==> src/rtl/fetch_unit_128x8.sv <==
// Instruction fetch unit for a 128x8 synchronous program ROM: absorbs the ROM read
// latency, assembles one/two-byte instructions, handles branch redirects and range faults.
module fetch_unit_128x8 #(
    parameter logic [7:0] RESET_PC  = 8'h00,
    parameter int         ROM_DEPTH = 128
) (
    input  logic       clk,
    input  logic       reset,
    output logic [7:0] rom_address,
    input  logic [7:0] rom_data,
    output logic       instr_valid,
    input  logic       instr_ready,
    output logic [7:0] opcode,
    output logic [7:0] operand,
    output logic       has_operand,
    output logic       illegal,
    output logic [7:0] pc,
    input  logic       branch_valid,
    input  logic [7:0] branch_target,
    output logic       fault
);

    typedef enum logic [2:0] {
        S_ADDR_OP,
        S_DATA_OP,
        S_DATA_ARG,
        S_HOLD,
        S_FAULT
    } state_t;

    // Nine bits so that a full 256-entry depth still compares correctly.
    localparam logic [8:0] DEPTH = 9'(ROM_DEPTH);

    state_t     state, state_next;
    logic [7:0] pc_next;
    logic [7:0] opcode_next;
    logic [7:0] operand_next;
    logic       has_operand_next;
    logic       illegal_next;
    logic       instr_valid_next;
    logic       fault_next;

    logic       dec_two;
    logic       dec_illegal;
    logic       pc_out_of_range;
    logic       arg_out_of_range;
    logic       target_in_range;
    logic [7:0] pc_inc;

    // Length decode of the byte currently on rom_data (meaningful in S_DATA_OP).
    always_comb begin
        dec_two     = 1'b0;
        dec_illegal = 1'b0;
        if (rom_data inside {[8'h86:8'h89], 8'h96, 8'h97, [8'h20:8'h28]}) begin
            dec_two = 1'b1;
        end else if (!(rom_data inside {[8'h42:8'h4C]})) begin
            dec_illegal = 1'b1;
        end
    end

    assign pc_out_of_range  = ({1'b0, pc} >= DEPTH);
    assign arg_out_of_range = (({1'b0, pc} + 9'd1) >= DEPTH);
    assign target_in_range  = ({1'b0, branch_target} < DEPTH);
    assign pc_inc           = pc + 8'd1 + {7'd0, has_operand};

    always_comb begin
        rom_address = pc;
        if (!reset) begin
            rom_address = RESET_PC;
        end else if (state == S_DATA_OP && dec_two) begin
            rom_address = pc + 8'd1;
        end
    end

    always_comb begin
        // NOTE: every signal gets its hold value first so no path through the case
        // leaves one unassigned, which would otherwise infer a latch.
        state_next       = state;
        pc_next          = pc;
        opcode_next      = opcode;
        operand_next     = operand;
        has_operand_next = has_operand;
        illegal_next     = illegal;
        instr_valid_next = instr_valid;
        fault_next       = fault;

        unique case (state)
            S_ADDR_OP: begin
                if (pc_out_of_range) begin
                    state_next = S_FAULT;
                    fault_next = 1'b1;
                end else begin
                    state_next = S_DATA_OP;
                end
            end
            S_DATA_OP: begin
                opcode_next      = rom_data;
                illegal_next     = dec_illegal;
                has_operand_next = dec_two;
                if (dec_two) begin
                    if (arg_out_of_range) begin
                        state_next = S_FAULT;
                        fault_next = 1'b1;
                    end else begin
                        state_next = S_DATA_ARG;
                    end
                end else begin
                    operand_next     = 8'h00;
                    instr_valid_next = 1'b1;
                    state_next       = S_HOLD;
                end
            end
            S_DATA_ARG: begin
                operand_next     = rom_data;
                instr_valid_next = 1'b1;
                state_next       = S_HOLD;
            end
            S_HOLD: begin
                if (instr_ready) begin
                    pc_next          = pc_inc;
                    instr_valid_next = 1'b0;
                    state_next       = S_ADDR_OP;
                end
            end
            S_FAULT: begin
                state_next = S_FAULT;
            end
            default: begin
                state_next = S_ADDR_OP;
            end
        endcase

        // A redirect overrides whatever the fetch sequence decided, including a
        // handshake in the same cycle (the instruction still counts as consumed).
        if (branch_valid) begin
            pc_next          = branch_target;
            state_next       = S_ADDR_OP;
            instr_valid_next = 1'b0;
            fault_next       = target_in_range ? 1'b0 : fault;
        end
    end

    // NOTE: state uses non-blocking assignments so every register samples the
    // pre-edge values computed above, independent of statement order.
    always_ff @(posedge clk) begin
        if (!reset) begin
            state       <= S_ADDR_OP;
            pc          <= RESET_PC;
            opcode      <= 8'h00;
            operand     <= 8'h00;
            has_operand <= 1'b0;
            illegal     <= 1'b0;
            instr_valid <= 1'b0;
            fault       <= 1'b0;
        end else begin
            state       <= state_next;
            pc          <= pc_next;
            opcode      <= opcode_next;
            operand     <= operand_next;
            has_operand <= has_operand_next;
            illegal     <= illegal_next;
            instr_valid <= instr_valid_next;
            fault       <= fault_next;
        end
    end

endmodule
==> config.mk <==
export PLATFORM = sky130hd
export DESIGN_NAME = fetch_unit_128x8
export DESIGN_NICKNAME = d
export VERILOG_FILES = /design/src/rtl/fetch_unit_128x8.sv
export SDC_FILE = /design/constraint.sdc
export NUM_CORES = 1
export LEC_CHECK = 0
export BUFFER_PORTS_ARGS = -buffer_cell sky130_fd_sc_hd__buf_2
export CAP_MARGIN = 0
export CORE_ASPECT_RATIO = 0.7
export CORE_MARGIN = 2
export CORE_UTILIZATION = 44
export CTS_BUF_LIST = sky130_fd_sc_hd__clkbuf_8
export DETAILED_ROUTE_END_ITERATION = 8
export PLACE_DENSITY = 0.78
export SLEW_MARGIN = 25
export SYNTH_ARGS = -nofsm -noshare
export SYNTH_HDL_FRONTEND = slang
export SYNTH_SLANG_ARGS = --single-unit
export TNS_END_PERCENT = 10
==> constraint.sdc <==
create_clock -name clk -period 2.4 [get_ports clk]
set_clock_uncertainty 0.1 [all_clocks]
set_input_delay 0.24 -clock clk [delete_from_list [all_inputs] [get_ports clk]]
set_output_delay 0.24 -clock clk [all_outputs]
set_load 0.1 [all_outputs]
==> results.json <==
{
  "clkSinkCount": 31,
  "wl_per_cell_um": 14.6,
  "fmax_mhz": 425,
  "antenna_found_initial": 0,
  "grt_pass1_wl_um": 8670,
  "cp_slowest_cell": "or3b_4",
  "nets": 330,
  "rsz0062_at_grt": "yes",
  "hold_path_class": "primary input to flip-flop",
  "vias": 2051,
  "vias_per_cell": 5.67,
  "root_buffer": "clkbuf_8",
  "first_pass_iters": 5,
  "clkLatencyLatePin_ps": 280,
  "yosys_warnings": 0,
  "critPathArrivalTime_ps": 2010,
  "final_cell_mix": "buf_2, nand2_1, dfxtp_1, a21boi_0, o211ai_1",
  "worstPathRequired_ps": 2060,
  "place_congestion": 0.873,
  "cts_tree": "yes",
  "ys.flop_type": "dfxtp_1",
  "crit_family": "simple AND/OR/NAND/NOR gates",
  "route.detailed.drc": 0,
  "syn2layout_area_growth_pct": 33.0,
  "fin_crit_sh_pct": 98.1,
  "num_antenna_cells": 0,
  "syn_area_per_cell_um2": 7.92,
  "drv_slew": 0,
  "fin_hold_ws_ps": 85.5,
  "cts_resized": 2,
  "min_period_ps": 2350,
  "synth-edff-count": 0,
  "grt_pass1_vias": 1794,
  "core_um2": 4350,
  "path_buf_inv": 2,
  "synthesis.nets": 277,
  "detail-route-antenna-nets": 0,
  "place_ws_ps": 84.8,
  "cp-end-kind": "output pin",
  "drv_cap": 0,
  "syn-instance-count": 253,
  "grt_usage_pct": 21.3,
  "mostFrequentLayoutCell": "buf_2",
  "cp_max_fo": 9,
  "max-vdd-ir-drop_v": 0.000381,
  "start_kind": "flip-flop",
  "clkSlewWorstSetupHoldPaths_ps": 70,
  "drtIter0Drc": 229,
  "routed_wl_um": 5280,
  "initial_utilization_pct": 46.0,
  "dp_hpwl_um": 3860,
  "cts.htree.levels": 2,
  "layout_setup_ws_ps": 45.7,
  "finalHoldViolCount": 0,
  "static-leakage-power_nw": 1.05,
  "dp_cells": 354,
  "clk_path_buf_depth": 2,
  "slew_headroom_pct": 61.4,
  "instances_no_fill": 362,
  "powerDensity_nw_per_um2": 568,
  "worst_slew_pin_slew_ps": 579,
  "ioPinCount": 56,
  "cts-buffers-inserted": 5,
  "syn_area_um2": 2000,
  "ys_seq_area_share_pct": 31.0,
  "nFillCells": 399,
  "rows": 20,
  "drive_gt1_share_pct": 31.6,
  "crit_type": "flip-flop to output pin",
  "postSynth.asyncResetShare_pct": 0,
  "grt_max_degree": 41,
  "dieHeight_um": 60.5,
  "postCtsHoldBufs": 0,
  "outcome": "finished, final reports clean",
  "path_cells": "or3b_4 -> a211oi_4 -> buf_12 -> nand4_1 -> mux2i_4 -> buf_12",
  "portBuffers": 55,
  "synth-seq-cells": 31,
  "die-area_um2": 5120,
  "synth_area_leaders": "dfxtp_1, nand2_1, a21boi_0",
  "post_cts_buffers": 0,
  "ys_types": 48,
  "yosysTopAreaCellShare_pct": 31.0,
  "yosysTopAreaCell": "dfxtp_1",
  "die_w_um": 84.6,
  "final-setup-viol-count": 0,
  "cpMostUsedCell": "buf_12",
  "max_stage_delay_ps": 460,
  "p_total_mw": 1.51,
  "grt_remaining_overflow": 0
}
power breakdown:
part	switching, mW	internal (mW)	total, mW
Combinational	0.359	0.124	0.483
Sequential	0.0292	0.543	0.572
Clock	0.197	0.261	0.458
synth_stat cells (all sizes together) (2+ instances only):
cell     n
a21boi  18
a21oi    9
a22oi    2
a31oi    3
and2     6
and3     3
and3b    2
buf      7
clkbuf  12
dfxtp   31
ha       4
inv      5
mux2i    7
nand2   46
nand2b   2
nand3    8
nand3b   3
nand4    4
nor2    12
nor2b    7
nor3b    2
nor4b    2
o211a    2
o211ai  15
o21a     2
o21ai   12
o22ai    2
o311a    2
o31a     2
o31ai    5
xnor2    6
xor2     2
cell type report:
cell class                 instances  area, µm²  share of cell area, %
clock inverter                     1       7.51                  0.282
tap                               55       68.8                   2.58
clock buffer                       7       96.3                   3.62
timing repair buffer              65        483                   18.1
sequential                        31        633                   23.8
multi-input combinational        198       1360                   50.9
inverter                           5       18.8                  0.704
state kept, by name, summed over array words and instances (netlist names):
name,flops
fault,1
has_operand,1
illegal,1
instr_valid,1
opcode,8
operand,8
pc,8
state,3
per-layer routing:
metal / vias to the layer above / global-route usage [%] / share of wire [%]
li1: 1011 / - / -
met1: 949 / 31.1 / 48
met2: 84 / 31.3 / 43
met3: 7 / 5.85 / 7.9
met4: 0 / 5.90 / 1.0
met5: - / 0 / 0
cells by family after synthesis:
kind of cell	Yosys count	synth area share [%]
compound gates	77	28.0
mux	7	3.50
xor+xnor	8	3.50
buf+inv	24	5.62
simple gates	102	25.9
flops	31	31.0
fa+ha+maj	4	2.50
through the flow:
step	instance area (µm²)	setup TNS, ps	util [%]
finish	2670	0	61.2
global route	2670	-11.5	61.2
CTS	2650	0	60.8
detailed placement	2530	0	58.0
global placement	2530	0	58.0
floorplan	2070	-959	-
worst paths after layout:
path	slack (ps)	from	endpoint	cells past startpoint
worst max register to register	160	pc[0]	pc[6]	8
worst max-delay path	50	state[2]	rom_address[5]	6
worst min-delay path	90	branch_target[0]	pc[0]	2
worst min register to register	370	opcode[4]	opcode[4]	2
Note: power is estimated with default switching activity, not from simulation.
